**src/rtl/pluto_profile_sweeper_pkg.sv**
```systemverilog
// Shared types for the Pluto profile sweeper: sweep modes, FSM states and the
// helper that places a profile index onto the AD936x control pins.
package pluto_profile_sweeper_pkg;

  typedef enum logic [1:0] {
    MODE_FREE   = 2'd0,
    MODE_TRI    = 2'd1,
    MODE_SINGLE = 2'd2,
    MODE_RSVD   = 2'd3
  } mode_e;

  typedef enum logic {
    IDLE = 1'b0,
    RUN  = 1'b1
  } state_e;

  // Callers truncate the result to their own gpio width.
  function automatic logic [31:0] gpioMap(input logic [31:0] profile, input int unsigned shift);
    return profile << shift;
  endfunction

endpackage

```
**src/rtl/pluto_profile_sweeper_dwell_timer.sv**
```systemverilog
// Loadable dwell down-counter: expires when it reaches zero while enabled and
// then reloads itself from i_value so the next step gets the same dwell.
module pluto_profile_sweeper_dwell_timer #(
  parameter int DWELL_W = 24
) (
  input  logic               clk,
  input  logic               reset,
  input  logic               i_load,
  input  logic [DWELL_W-1:0] i_value,
  input  logic               i_enable,
  output logic               o_expire
);

  logic [DWELL_W-1:0] r_count;

  always_ff @(posedge clk or negedge reset) begin
    if (!reset) begin
      r_count <= '0;
    end else if (i_load) begin
      r_count <= i_value;
    end else if (i_enable) begin
      r_count <= (r_count == '0) ? i_value : r_count - DWELL_W'(1);
    end
  end

  assign o_expire = i_enable && !i_load && (r_count == '0);

endmodule

```
**src/rtl/pluto_profile_sweeper.sv**
```systemverilog
// Steps an AD936x profile index across [first..last] with a programmable dwell,
// in free-run, triangle or single-shot mode, and strobes step/sweep-start/done.
module pluto_profile_sweeper
  import pluto_profile_sweeper_pkg::*;
#(
  parameter int PROF_W     = 3,
  parameter int GPIO_W     = 14,
  parameter int GPIO_SHIFT = 9,
  parameter int DWELL_W    = 24
) (
  input  logic               clk,
  input  logic               reset,
  input  logic               enable,
  input  logic [1:0]         mode,
  input  logic [PROF_W-1:0]  first_profile,
  input  logic [PROF_W-1:0]  last_profile,
  input  logic [DWELL_W-1:0] dwell,
  input  logic               start,
  input  logic               abort,
  output logic [PROF_W-1:0]  profile_o,
  output logic [GPIO_W-1:0]  gpio_o,
  output logic               step_o,
  output logic               sweep_start_o,
  output logic               busy_o,
  output logic               done_o,
  output logic               err_o
);

  state_e              r_state;
  mode_e               r_mode;
  logic [PROF_W-1:0]   r_first;
  logic [PROF_W-1:0]   r_last;
  logic [DWELL_W-1:0]  r_dwell;
  logic [PROF_W-1:0]   r_profile;
  logic [GPIO_W-1:0]   r_gpio;
  logic                r_dirUp;
  logic                r_err;
  logic                r_step;
  logic                r_sweep;
  logic                r_done;

  state_e              w_stateNext;
  logic [PROF_W-1:0]   w_profileNext;
  logic                w_dirUpNext;
  logic                w_errNext;
  logic                w_stepNext;
  logic                w_sweepNext;
  logic                w_doneNext;
  logic                w_validStart;
  logic                w_load;
  logic                w_expire;
  logic [DWELL_W-1:0]  w_timerValue;

  assign w_validStart = start && (first_profile <= last_profile);
  assign w_load       = w_validStart && !abort;
  assign w_timerValue = w_validStart ? dwell : r_dwell;

  pluto_profile_sweeper_dwell_timer #(
    .DWELL_W (DWELL_W)
  ) u_dwellTimer (
    .clk      (clk),
    .reset    (reset),
    .i_load   (w_load),
    .i_value  (w_timerValue),
    .i_enable ((r_state == RUN) && enable),
    .o_expire (w_expire)
  );

  always_ff @(posedge clk or negedge reset) begin
    if (!reset) begin
      r_state <= IDLE;
    end else begin
      r_state <= w_stateNext;
    end
  end

  // Priority is abort, then a valid start, then the dwell-expiry step.
  always_comb begin
    w_stateNext   = r_state;
    w_profileNext = r_profile;
    w_dirUpNext   = r_dirUp;
    w_errNext     = r_err;
    w_stepNext    = 1'b0;
    w_sweepNext   = 1'b0;
    w_doneNext    = 1'b0;
    if (abort) begin
      w_stateNext = IDLE;
    end else if (w_validStart) begin
      w_stateNext   = RUN;
      w_profileNext = first_profile;
      w_dirUpNext   = 1'b1;
      w_errNext     = 1'b0;
      w_stepNext    = 1'b1;
      w_sweepNext   = 1'b1;
    end else begin
      if (start) begin
        w_errNext = 1'b1;
      end
      if (w_expire) begin
        w_stepNext = 1'b1;
        case (r_mode)
          MODE_SINGLE: begin
            if (r_profile == r_last) begin
              w_stepNext  = 1'b0;
              w_doneNext  = 1'b1;
              w_stateNext = IDLE;
            end else begin
              w_profileNext = r_profile + PROF_W'(1);
            end
          end
          MODE_TRI: begin
            if (r_first == r_last) begin
              w_profileNext = r_first;
            end else if (r_dirUp) begin
              if (r_profile == r_last) begin
                w_profileNext = r_profile - PROF_W'(1);
                w_dirUpNext   = 1'b0;
              end else begin
                w_profileNext = r_profile + PROF_W'(1);
              end
            end else begin
              if (r_profile == r_first) begin
                w_profileNext = r_profile + PROF_W'(1);
                w_dirUpNext   = 1'b1;
              end else begin
                w_profileNext = r_profile - PROF_W'(1);
              end
            end
          end
          default: begin
            w_profileNext = (r_profile == r_last) ? r_first : r_profile + PROF_W'(1);
          end
        endcase
        w_sweepNext = w_stepNext && (w_profileNext == r_first);
      end
    end
  end

  // gpio is derived from the next profile so both outputs change on the same edge.
  always_ff @(posedge clk or negedge reset) begin
    if (!reset) begin
      r_mode    <= MODE_FREE;
      r_first   <= '0;
      r_last    <= '0;
      r_dwell   <= '0;
      r_profile <= '0;
      r_gpio    <= '0;
      r_dirUp   <= 1'b1;
      r_err     <= 1'b0;
      r_step    <= 1'b0;
      r_sweep   <= 1'b0;
      r_done    <= 1'b0;
    end else begin
      if (w_load) begin
        r_mode  <= mode_e'(mode);
        r_first <= first_profile;
        r_last  <= last_profile;
        r_dwell <= dwell;
      end
      r_profile <= w_profileNext;
      r_gpio    <= GPIO_W'(gpioMap(32'(w_profileNext), GPIO_SHIFT));
      r_dirUp   <= w_dirUpNext;
      r_err     <= w_errNext;
      r_step    <= w_stepNext;
      r_sweep   <= w_sweepNext;
      r_done    <= w_doneNext;
    end
  end

  assign profile_o     = r_profile;
  assign gpio_o        = r_gpio;
  assign step_o        = r_step;
  assign sweep_start_o = r_sweep;
  assign busy_o        = (r_state == RUN);
  assign done_o        = r_done;
  assign err_o         = r_err;

endmodule

```
**config.mk**
```make
export PLATFORM = sky130hd
export DESIGN_NAME = pluto_profile_sweeper
export DESIGN_NICKNAME = d
export VERILOG_FILES = /design/src/rtl/pluto_profile_sweeper_pkg.sv /design/src/rtl/pluto_profile_sweeper_dwell_timer.sv /design/src/rtl/pluto_profile_sweeper.sv
export SDC_FILE = /design/constraint.sdc
export NUM_CORES = 1
export LEC_CHECK = 0
export BUFFER_PORTS_ARGS = -buffer_cell sky130_fd_sc_hd__buf_2
export CAP_MARGIN = 25
export CORE_MARGIN = 2
export CORE_UTILIZATION = 35
export CTS_CLUSTER_SIZE = 30
export DETAILED_ROUTE_END_ITERATION = 12
export SKIP_CTS_REPAIR_TIMING = 1
export SYNTH_ARGS = -nofsm -noshare
export SYNTH_HDL_FRONTEND = slang
export SYNTH_HIERARCHICAL = 1
export SYNTH_SLANG_ARGS = --single-unit
```
**constraint.sdc**
```tcl
create_clock -name clk -period 3.8 [get_ports clk]
set_input_delay 0.19 -clock clk [delete_from_list [all_inputs] [get_ports clk]]
set_output_delay 0.19 -clock clk [all_outputs]
set_load 0.02 [all_outputs]
```
======== Word-level counts from Yosys, hierarchy flattened ========
Cells that the tools add are included.
W data, S select, Z words.
storage, ports and cells
  flip-flop bits (word level) ............. 65
  bits of input ports ..................... 37
  output and inout port bits .............. 22
  logic and storage cells ................. 89
operators by class
  $add $sub $neg .......................... 3
  $lt $le $gt $ge ......................... 1
  equal/unequal tests ..................... 7
  muxes and demuxes ....................... 45
  bitwise gates (word level) .............. 1
  reduce and logical (&&, ||, !) cells .... 20
operators by type and width
  kind                     number
  $mux W24                 4
  $mux W3                  11
  $mux W1                  29
  $logic_not A24 Y1        1
  $sub A24 B1 Y24 const B  1
  $eq A3 B3 Y1             4
  $reduce_bool A3 Y1       3
  $reduce_bool A2 Y1       4
  $logic_and A1 B1 Y1      6
  $pmux W3 S2              1
  $reduce_and A2 Y1        2
  $reduce_and A4 Y1        1
  $add A3 B1 Y3 const B    1
  $le A3 B3 Y1             1
  $reduce_and A3 Y1        1
  $sub A3 B1 Y3 const B    1
  $eq A2 B1 Y1 const B     1
  $eq A2 B2 Y1 const B     1
  $logic_not A1 Y1         2
  $ne A2 B2 Y1 const B     1
  $not A1 Y1               1

======== Depth between registers and ports, before layout ========
Gate-level depths: netlist of run 1.
  word-level depth ........................ 14
  gate-level depth with buffers ........... 16
  gate-level depth less buffers ........... 14

======== Modules after synthesis ========
Netlist of run 1, hierarchy kept.
by module, submodules not included
  module                             instances  cells each  area each (um^2)  seq. area each (um^2)
  pluto_profile_sweeper              1          292         2611.3            1027.2
  pluto_profile_sweeper_dwell_timer  1          202         1762.9            600.6

======== Worst setup path after synthesis of run 1 ========
OpenSTA, ideal clock, no wires.
  kind .................................... input-to-reg
  start point ............................. input port last_profile[1]
  end point ............................... register u_dwellTimer.r_count[21]
  setup time .............................. 126 ps
  arrival ................................. 2554 ps
  data required time ...................... 3674 ps
  setup slack ............................. 1120 ps
  stages .................................. 15
  path buffers ............................ 3
  cells stage by stage .................... inv_1 ha_1 nor2b_1 o21ai_0 a32oi_1 nand2b_1 inv_2 buf_1 clkbuf_8 inv_1 clkbuf_1 nand2_1 nand2_1 o21ai_0 a311o_1
on the way
  elaborated cells on any way between the ends .. 8
  classes of those cells .................. 1 x order compare; 4 x mux; 3 x reduce/logical
RTL lines
  what                                            RTL line                                 text
  start, declared                                 pluto_profile_sweeper.sv:16              input logic [PROF_W-1:0] last_profile,
  $le A3 B3 Y1 (*)                                pluto_profile_sweeper.sv:54              assign w_validStart = start && (first_profile <= last_profile);
  $logic_and A1 B1 Y1 (*)                         pluto_profile_sweeper.sv:54
  $logic_and A1 B1 Y1 (*)                         pluto_profile_sweeper.sv:55              assign w_load = w_validStart && !abort;
  via w_load                                      pluto_profile_sweeper.sv:50              logic w_load;
  $mux W24 or $reduce_bool A2 Y1 (tied branches)  --
  end signal, assigned                            pluto_profile_sweeper_dwell_timer.sv:20  r_count <= i_value;
  end signal, assigned                            pluto_profile_sweeper_dwell_timer.sv:22  r_count <= (r_count == '0) ? i_value : r_count - DWELL_W'(1);
  end, declared                                   pluto_profile_sweeper_dwell_timer.sv:14  logic [DWELL_W-1:0] r_count;
Mark *: on every way through the listed nets, which the timed path passes. The rest lies on a longest branch. The select of a mux whose other input is x is not followed.
A chain may end at the register's enable or synchronous reset.

======== Worst setup path after layout of run 1 ========
  start point ............................. input port last_profile[1]
  end point ............................... register u_dwellTimer.r_count[17]
on the way
  cells in the longest elaborated chain, start to end .. 6
  elaborated cells on any way between the ends .. 8
  classes of those cells .................. 1 x order compare; 4 x mux; 3 x reduce/logical
ends and longest elaborated chain
  what                     RTL line                                 text
  $le A3 B3 Y1 (*)         pluto_profile_sweeper.sv:54
  $logic_and A1 B1 Y1 (*)  pluto_profile_sweeper.sv:54
  $mux W24                 pluto_profile_sweeper.sv:56              assign w_timerValue = w_validStart ? dwell : r_dwell;
  $mux W24                 pluto_profile_sweeper_dwell_timer.sv:22
  $mux W24                 pluto_profile_sweeper_dwell_timer.sv:21  end else if (i_enable) begin
  $mux W24                 pluto_profile_sweeper_dwell_timer.sv:19  end else if (i_load) begin
Every way passes the cells marked *; elsewhere a longest branch is shown, timed or not. The select of a mux whose other input is x is not followed.

==> flow_summary_export.csv, run 1 <==
group,metric,value,unit
run_status,status,"finished, violations left",
run_status,violations,"hold timing",
synthesis,synth_edf_count,0,
global_route,antenna_found_initial,0,
sta,rsz0062_at_grt,"false",
place,place.gp.congestion,0.922,
worst_setup_path,slowest_stage,"or4_1",
synthesis,synth_most_common_cell,"nand2_1",
synthesis,synth_seq_cells,65,
sta,tns,0,ns
sta,slew_viol_final,0,
drt,vias,3830,
cts,clk_transition_reported_paths,0.06,ns
power_and_ir_drop,total_power,3290,uW
worst_setup_path,r2r-start,"gpio_o[11]",
cts,cts_buffers,9,
worst_setup_path,crit_path_end_kind,"flop",
drt,via_per_inst,5.42,
cts,clock_sinks,65,
floorplan,die_y,116,um
worst_setup_path,crit_family,"simple AND/OR/NAND/NOR gates",
power_and_ir_drop,p_leak,0.00216,uW
worst_setup_path,critPathLaunchType,"primary input",
cts,cts_buffer_depth,2,
drt,finalWirelength,11500,um
global_route,grt_overflow,0,
cts,clk_latency,0.34,ns
synthesis,synth.area.top_cells,"dfrtp_1 37%, nand2_1 11%, mux2_2 8.0%, buf_4 2.9%, ha_1 2.6%",
floorplan,num_io_pins,59,
sta,fmax,372,MHz
sta,setup_violations,0,
sta,maxSlewHeadroom,38.1,%
final_layout,nNetsFinal,579,
worst_setup_path,path_cells,"buf_2 > inv_1 > ha_1 > nor2b_1 > o21ai_0 > a32oi_1 > nand2b_1 > inv_2 > inv_1 > nand2_1 > o21bai_1 > or4_1 > nand3_1",
final_layout,area_delta_synth_final,15.0,%
synthesis,yosysUniqueCellTypes,78,
worst_setup_path,crit_arrival,2.96,ns
global_route,grt_max_degree,39,
floorplan,start_util,36.1,%
final_layout,drive_gt1_share,24.0,%
worst_setup_path,max_stage_delay,0.51,ns
floorplan,die_area,13400,sq um
sta,finalCritPeriodShare,70.7,%
synthesis,synth_area_leader_cell,"dfrtp_1",
final_layout,post-route-util,41.5,%
sta,min_period,2.69,ns
power_and_ir_drop,ir_drop,0.338,mV
floorplan,die_x,116,um
min_path,min_path_type,"in2async",
synthesis,ys.flop_type,"dfrtp_1",
cts,cts_htree_levels,3,
floorplan,core,12100,sq um
drt,wl_per_cell,16.3,um
place,dp_hpwl,8300,um
synthesis,yosysTopAreaCellShare,36.6,%
place,io_buffer_count,47,
worst_setup_path,crit_fanout,17,
worst_setup_path,cp_num_buf_inv,4,
worst_setup_path,worst-setup-path-type,"in2reg",
synthesis,synth_common_cells,"123 x nand2_1, 64 x dfrtp_1, 31 x mux2_2",
drt,drc,0,
synthesis,synthCells,494,
synthesis,yosysWarningCount,6,
global_route,grt_pass1_wl,19000,um
drt,first_pass_iters,5,
sta,finalHoldViolCount,37,
sta,timing.hold.ws,-0.0209,ns
worst_setup_path,cp.required,4.07,ns
sta,fin_skew,0.00756,ns
drt,ant_nets,0,
synthesis,ys_seq_area_share,37.2,%
job,maxCapViolations,0,
worst_setup_path,crit_top_cell,"inv_1",
worst_setup_path,critPathLaunch,"last_profile[1]",
power_and_ir_drop,power.density,654,nW/um^2
global_route,grt_use_total,18.2,%
synthesis,async_reset_ff_share,100,%
cts,tritoncts,"yes",
worst_setup_path,regToRegSetupSlack,1.21,ns
sta,worst_pin_slew,0.927,ns
final_layout,diodes,0,
synthesis,syn_area,4370,sq um
floorplan,fp-row-count,40,
global_route,grt_pass1_vias,3672,
synthesis,avgSynthCellArea,8.85,sq um
drt,initialDrtViolationCount,280,
cts,root_buffer,"clkbuf_16",
-- cells by family (layout without fill, tap and decap cells) --
| family | count (synthesis) | count (layout) | share of synthesized area [%] |
|---|---|---|---|
| adder cells (fa/ha/maj) | 9 | 9 | 2.57 |
| AO/OA/AOI/OAI | 99 | 99 | 16.6 |
| AND/OR/NAND/NOR | 214 | 214 | 24.6 |
| flip-flops | 65 | 65 | 37.2 |
| other | 1 | 11 | 0.0857 |
| XOR/XNOR | 12 | 12 | 2.40 |
| buffers and inverters | 58 | 92 | 7.29 |
| multiplexers | 36 | 36 | 9.18 |
-- worst paths after layout --
check	to	cells after the start
min reg2reg	r_dwell[12]	1
max reg2reg	sweep_start_o	7
max	u_dwellTimer/r_count[17]	13
min	r_dwell[7]	1
min in group clk	r_mode[0]	3
max in group asynchronous	r_dirUp	2
-- through the flow --
step | std cells | setup slack [ns] | cell area (sq um)
detailed placement | 690 | 0.793 | 4680
finish | 706 | 1.11 | 5030
floorplan | 504 | 1.12 | 4410
global placement | 690 | 0.881 | 4680
global route | 706 | 0.875 | 5030
CTS | 706 | 1.12 | 5030
-- report_power, final --
part / internal, uW / switching (uW) / leakage (uW)
clock: 658 / 319 / 0.000166
sequential: 879 / 246 / 0.000768
combinational: 501 / 689 / 0.00123
total: 2040 / 1250 / 0.00216
-- routing by layer --
| metal | GRT usage (%) | routed length, um | vias to the layer above |
|---|---|---|---|
| li1 | - | - | 1813 |
| met1 | 26.5 | 5640 | 1854 |
| met2 | 26.1 | 4920 | 143 |
| met3 | 4.13 | 696 | 20 |
| met4 | 7.06 | 259 | 0 |
| met5 | 0 | 0 | - |
-- flip-flops by register name, summed over array words and instances (netlist names) --
register,count
u_dwellTimer/r_count,24
done_o,1
r_dirUp,1
step_o,1
r_first,3
gpio_o,3
r_dwell,24
r_last,3
busy_o,1
err_o,1
r_mode,2
sweep_start_o,1
-- cell type report --
| cell class | count | area [sq um] |
|---|---|---|
| Fill cell | 1224 | 7080 |
| Sequential cell | 65 | 1630 |
| Tap cell | 168 | 210 |
| Timing Repair Buffer | 56 | 303 |
| Inverter | 20 | 75.1 |
| Clock inverter | 5 | 103 |
| Clock buffer | 11 | 243 |
| Multi-Input combinational cell | 381 | 2470 |
-- cell usage in the layout (no fill, tap or decap), drive strengths merged, types with 2 or more instances in the layout --
cell type | Yosys | routed
a211o | 2 | 2
a211oi | 2 | 2
a21oi | 19 | 19
a22oi | 3 | 3
a2bb2oi | 2 | 2
a311o | 2 | 2
a31oi | 6 | 6
a32oi | 2 | 2
and2 | 3 | 3
buf | 25 | 56
bufinv | 0 | 3
clkbuf | 12 | 11
conb | 1 | 11
dfrtp | 64 | 64
ha | 9 | 9
inv | 20 | 20
mux2 | 33 | 33
mux2i | 3 | 3
nand2 | 123 | 123
nand2b | 2 | 2
nand3 | 20 | 20
nand4 | 5 | 5
nor2 | 16 | 16
nor2b | 4 | 4
nor3 | 11 | 11
nor4 | 9 | 9
o211ai | 7 | 7
o21a | 2 | 2
o21ai | 18 | 18
o221ai | 3 | 3
o22a | 3 | 3
o22ai | 4 | 4
o311ai | 6 | 6
o31ai | 3 | 3
or3 | 5 | 5
or4 | 10 | 10
xnor2 | 3 | 3
xor2 | 9 | 9
No activity file was read; power rests on OpenSTA's default activity.
==> run 2, diff against run 1 <==
clock period = 2.4 ns   (was 3.8 ns; I/O delays follow)
==> run 2 against run 1 <==
Effect of this change:
- the run ends with hold timing, setup timing left
- final cell count grew 4.4%
- hold slack gained 0.016 ns
- sequential power grew 54%
- sequential cell count is the same
- clock skew is essentially flat
- clock power grew 42%
- wire length grew 4.0%
==> flow_summary_export.csv, run 2 (synthesis results as in run 1) <==
group,metric,value,unit
run_status,status,"finished, violations left",
run_status,violations,"hold timing, setup timing",
final_layout,post-route-util,43.9,%
final_layout,biggestRegsByFlops,"r_dwell x24, u_dwellTimer/r_count x24",
sta,finalHoldViolCount,2,
sta,fin_skew,0.00783,ns
final_layout,final-seq-area,1630,sq um
floorplan,die_area,13400,sq um
worst_setup_path,max_stage_delay,0.51,ns
sta,finalCritPeriodShare,103,%
floorplan,die_y,116,um
power_and_ir_drop,p_leak,0.00232,uW
worst_setup_path,worst-setup-path-type,"reg2reg",
sta,maxSlewHeadroom,66.5,%
floorplan,core,12100,sq um
final_layout,multi_input_area,2520,sq um
global_route,grt_use_total,18.7,%
worst_setup_path,crit_fanout,5,
cts,root_buffer,"clkbuf_16",
global_route,grt_overflow,0,
cts,clk_transition_reported_paths,0.06,ns
sta,rsz0062_at_grt,"true",
final_layout,nNetsFinal,611,
drt,first_pass_iters,5,
drt,via_per_inst,5.36,
sta,setup_violations,1,
global_route,antenna_found_initial,0,
worst_setup_path,slowest_stage,"or4_4",
power_and_ir_drop,total_power,5290,uW
global_route,grt_max_degree,30,
worst_setup_path,crit_path_end_kind,"flop",
min_path,min_path_type,"in2reg",
final_layout,drive_gt1_share,30.6,%
sta,fmax,405,MHz
sta,timing.hold.ws,-0.00514,ns
sta,slew_viol_final,0,
worst_setup_path,cp.required,2.63,ns
cts,cts_buffer_depth,2,
place,place.gp.congestion,0.966,
job,maxCapViolations,0,
final_layout,final_cell_mix,"122 x nand2_1, 61 x dfrtp_1, 47 x buf_2, 38 x buf_4, 31 x mux2_2",
drt,ant_nets,0,
final_layout,final_common_cell,"nand2_1",
cts,tritoncts,"yes",
floorplan,num_io_pins,59,
worst_setup_path,path_cells,"xor2_1 > or4_4 > and2_4 > a21o_2 > a211oi_2 > xor2_1 > o41ai_2",
floorplan,die_x,116,um
drt,initialDrtViolationCount,300,
floorplan,start_util,36.1,%
cts,cts_buffers,9,
drt,vias,3950,
global_route,grt_pass1_wl,19600,um
cts,clk_latency,0.34,ns
drt,finalWirelength,12000,um
place,dp_hpwl,8860,um
cts,cts_htree_levels,3,
sta,setup_slack,-0.0684,ns
global_route,grt_pass1_vias,3881,
worst_setup_path,crit_top_cell,"xor2_1",
drt,drc,0,
floorplan,fp-row-count,40,
final_layout,diodes,0,
power_and_ir_drop,ir_drop,0.485,mV
sta,worst_pin_slew,0.499,ns
final_layout,area_delta_synth_final,21.6,%
cts,clock_sinks,65,
drt,wl_per_cell,16.2,um
power_and_ir_drop,power.density,995,nW/um^2
final_layout,fill_cells,1230,
place,io_buffer_count,47,
worst_setup_path,crit_arrival,2.69,ns
sta,min_period,2.47,ns
worst_setup_path,critPathLaunchType,"flop",
run 2: cell types whose count changed in the layout (fill, tap and decap cells not counted), moves of 2 or more:
cell	change
a21oi_1	-2
dfrtp_1	-3
a21oi_2	+2
buf_12	+2
clkinv_2	+2
buf_4	+29
dfrtp_2	+3
run 2: path summary, 6_finish.rpt:
kind / end / cells after the start / slack [ns] / start
hold reg to reg: r_dwell[15] / 1 / 0.50 / r_dwell[15]
max in group asynchronous: r_dirUp / 3 / 1.51 / reset
setup / recovery: sweep_start_o / 7 / -0.07 / gpio_o[10]
setup reg to reg: sweep_start_o / 7 / -0.07 / gpio_o[10]
hold / removal: r_mode[0] / 3 / -0.005 / mode[0]
min in group asynchronous: step_o / 2 / 0.23 / reset
run 2: layout make-up:
| type | instances | area share [%] |
|---|---|---|
| multi-input cells | 381 | 47.4 |
| flip-flops and latches | 65 | 30.7 |
| repair buffers | 88 | 10.7 |
| inverters | 20 | 1.41 |
| well taps | 168 | 3.95 |
| clock buffers | 9 | 4.24 |
| clock inverters | 6 | 1.58 |
run 2: through the flow:
step / setup TNS [ns] / setup WS [ns] / area (sq um) / hold WS, ns / std cells
global route: -0.122 / -0.122 / 5320 / 0.0120 / 737
CTS: -0.0819 / -0.0819 / 5280 / -0.298 / 735
finish: -0.0684 / -0.0684 / 5320 / -0.00514 / 737
detailed placement: -0.0618 / -0.0618 / 4970 / 0.0616 / 720
floorplan: 0 / 0.000483 / 4450 / -0.176 / 504
global placement: 0 / 0.0332 / 4970 / 0.0483 / 720
run 2: routing by layer:
layer  vias to the layer above  wire [um]  share of wire [%]  GRT usage, %
li1                       1887          -                  -             -
met1                      1877       5510                 46          25.6
met2                       160       5480                 46          29.4
met3                        26        767                6.4          4.50
met4                         0        214                1.8          5.87
met5                         -          0                  0             0
run 2: critical path, delay by kind of cell, from the launching register on:
family / cells / cell delay, ns
AO/OA/AOI/OAI: 3 / 0.88
AND/OR/NAND/NOR: 2 / 0.71
flip-flops: 1 / 0.45
XOR/XNOR: 2 / 0.32
run 2: power by group:
| part | total, uW | internal (uW) | switching (uW) |
|---|---|---|---|
| combinational | 2190 | 950 | 1240 |
| sequential | 1720 | 1400 | 317 |
| clock | 1390 | 899 | 490 |
| total | 5290 | 3250 | 2040 |
==> run 3, diff against run 2 <==
--- a/config.mk
+++ b/config.mk
@@ -13,3 +13,2 @@
 export DETAILED_ROUTE_END_ITERATION = 12
-export SKIP_CTS_REPAIR_TIMING = 1
 export SYNTH_ARGS = -nofsm -noshare
==> constraint.sdc (replaced) <==
create_clock -name clk -period 2.4 [get_ports clk]
set_input_delay 0.72 -clock clk [delete_from_list [all_inputs] [get_ports clk]]
set_output_delay 0.72 -clock clk [all_outputs]
set_load 0.02 [all_outputs]
==> run 3 against run 2 <==
Effect of this change:
- the run now ends clean
- maximum frequency increased by 4.4%
- sequential power about the same
- via count increased by 2.6%
- wire length increased by 4.6%
- register-to-register slack improved by 0.10 ns
- clock power decreased by 4%
- final cell count increased by 4.1%
- non-clock buffer count increased by 29
- utilization increased by 2.9 points
- clock skew decreased by 0.0022 ns
- total power increased by 0.90%
- critical endpoint unchanged
==> flow_summary_export.csv, run 3 (synthesis results as in run 1) <==
group,metric,value,unit
final_layout,diodes,0,
worst_setup_path,crit_fanout,4,
power_and_ir_drop,pwr-share-clk,25.2,%
sta,finalCritPeriodShare,98.5,%
global_route,grt_max_degree,28,
final_layout,final_cell_mix,"120 x nand2_1, 67 x buf_4, 63 x dfrtp_1, 45 x buf_2, 31 x mux2_2",
sta,fin_skew,0.00566,ns
job,maxCapViolations,0,
power_and_ir_drop,combPwrFrac,42.3,%
worst_setup_path,slowest_stage,"or4_4",
final_layout,drive_gt1_share,35.4,%
sta,worst_pin_slew,0.661,ns
floorplan,num_io_pins,59,
sta,maxSlewHeadroom,55.9,%
final_layout,final_cell_area,5660,sq um
cts,cts_buffer_depth,2,
final_layout,area_delta_synth_final,29.5,%
floorplan,fp-row-count,40,
cts,hold_buffers,0,
power_and_ir_drop,ir_drop,0.508,mV
power_and_ir_drop,p_seq_share,32.5,%
sta,min_period,2.36,ns
power_and_ir_drop,power.density,942,nW/um^2
global_route,grt_pass1_vias,3979,
cts,cts_buffers,9,
worst_setup_path,crit_top_cell,"xor2_1",
worst_setup_path,cp_num_buf_inv,0,
power_and_ir_drop,p_sw,2060,uW
place,dp_hpwl,9620,um
global_route,grt_pass1_wl,20300,um
drt,initialDrtViolationCount,252,
cts,clk_latency,0.34,ns
final_layout,nNetsFinal,640,
floorplan,die_x,116,um
drt,first_pass_iters,5,
drt,ant_nets,0,
cts,root_buffer,"clkbuf_16",
cts,clk_transition_reported_paths,0.06,ns
floorplan,start_util,36.1,%
worst_setup_path,critPathLaunchType,"flop",
final_layout,final_common_cell,"nand2_1",
drt,finalWirelength,12500,um
place,place.gp.congestion,0.965,
drt,via_per_inst,5.28,
global_route,grt_use_total,19.8,%
power_and_ir_drop,p_leak,0.00249,uW
run_status,status,"complete, no violations",
final_layout,biggestRegsByFlops,"r_dwell x24, u_dwellTimer/r_count x24",
global_route,grt_overflow,0,
floorplan,die_y,116,um
sta,tns,0,ns
worst_setup_path,crit_path_end_kind,"flop",
floorplan,die_area,13400,sq um
worst_setup_path,path_cells,"xor2_1 > or4_4 > and2_4 > o32a_1 > o221ai_2 > xor2_1 > o41ai_2",
cts,clock_sinks,65,
power_and_ir_drop,switching_share,38.6,%
floorplan,core,12100,sq um
global_route,antenna_found_initial,0,
worst_setup_path,crit_arrival,2.60,ns
power_and_ir_drop,cellInternalPower,3280,uW
sta,rsz0062_at_grt,"true",
worst_setup_path,cp.required,2.64,ns
worst_setup_path,worstRegToRegCells,7,
final_layout,final_cells,767,
worst_setup_path,crit_family,"compound AO/OA/AOI/OAI gates",
cts,tritoncts,"yes",
place,io_buffer_count,47,
drt,drc,0,
drt,vias,4052,
place,dp.cells,744,
sta,finalHoldViolCount,0,
cts,cts_htree_levels,3,
sta,setup_violations,0,
worst_setup_path,max_stage_delay,0.53,ns
sta,fmax,423,MHz
min_path,min_path_type,"in2async",
place,placed_cell_area,5220,sq um
worst_setup_path,worst-path-stages,7,
worst_setup_path,worst-setup-path-type,"reg2reg",
drt,wl_per_cell,16.3,um
sta,slew_viol_final,0,
[run 3: path summary, 6_finish.rpt]
kind                              from                      end  slack (ns)
max                         gpio_o[11]            sweep_start_o        0.04
min                              reset  u_dwellTimer/r_count[7]        0.41
max reg2reg                 gpio_o[11]            sweep_start_o        0.04
min reg2reg                r_dwell[16]              r_dwell[16]        0.51
max in group asynchronous        reset  u_dwellTimer/r_count[3]        1.36
min in group clk           r_dwell[16]              r_dwell[16]        0.51
[run 3: cell type report]
cell class / count / area, sq um
fillers: 1212 / 6450
multi-input cells: 381 / 2590
flip-flops and latches: 65 / 1630
repair buffers: 117 / 820
clock buffers: 11 / 253
well taps: 168 / 210
inverters: 20 / 103
clock inverters: 5 / 53.8
[run 3: power by group through the flow]
stage | Combinational, uW | Clock (uW) | Sequential, uW
finish | 2260 | 1340 | 1730
global route | 2470 | 1430 | 1780
floorplan | 1550 | 0 | 1680
global placement | 2090 | 0 | 1720
detailed placement | 2150 | 0 | 1740
CTS | 2180 | 1380 | 1720
[run 3: worst register-to-register path: cells and delay by family (launching register included)]
kind             cells  cell delay, ns
flip-flops           1            0.38
AND/OR/NAND/NOR      2            0.73
AO/OA/AOI/OAI        3            0.83
XOR/XNOR             2            0.31
[run 3: metal layers]
layer	vias to the layer above	share of wire (%)	track usage [%]
met5	-	0	0
met4	0	1.6	7.30
met3	14	6.4	4.76
met2	135	45	29.6
met1	1951	47	27.9
li1	1952	-	-
[run 3: per-stage QoR]
stage                     setup WS [ns]  total power (uW)  utilization, %  hold WS, ns
after floorplan                  -0.347              3230               -        0.424
after global placement           -0.314              3810            43.1        0.491
after detailed placement         -0.394              3890            43.1        0.495
after CTS                        0.0108              5290            45.7        0.425
after global routing            -0.0266              5680            46.8        0.456
final                            0.0359              5340            46.8        0.413
[run 3: timing repair]
action / 4_1_cts / 5_1_grt
setup endpoints to repair: 3 / 23
endpoints found under the hold margin: 0 / 0
buffers inserted: 0 / 7
resized for setup: 3 / 17
pin swaps: 2 / 7
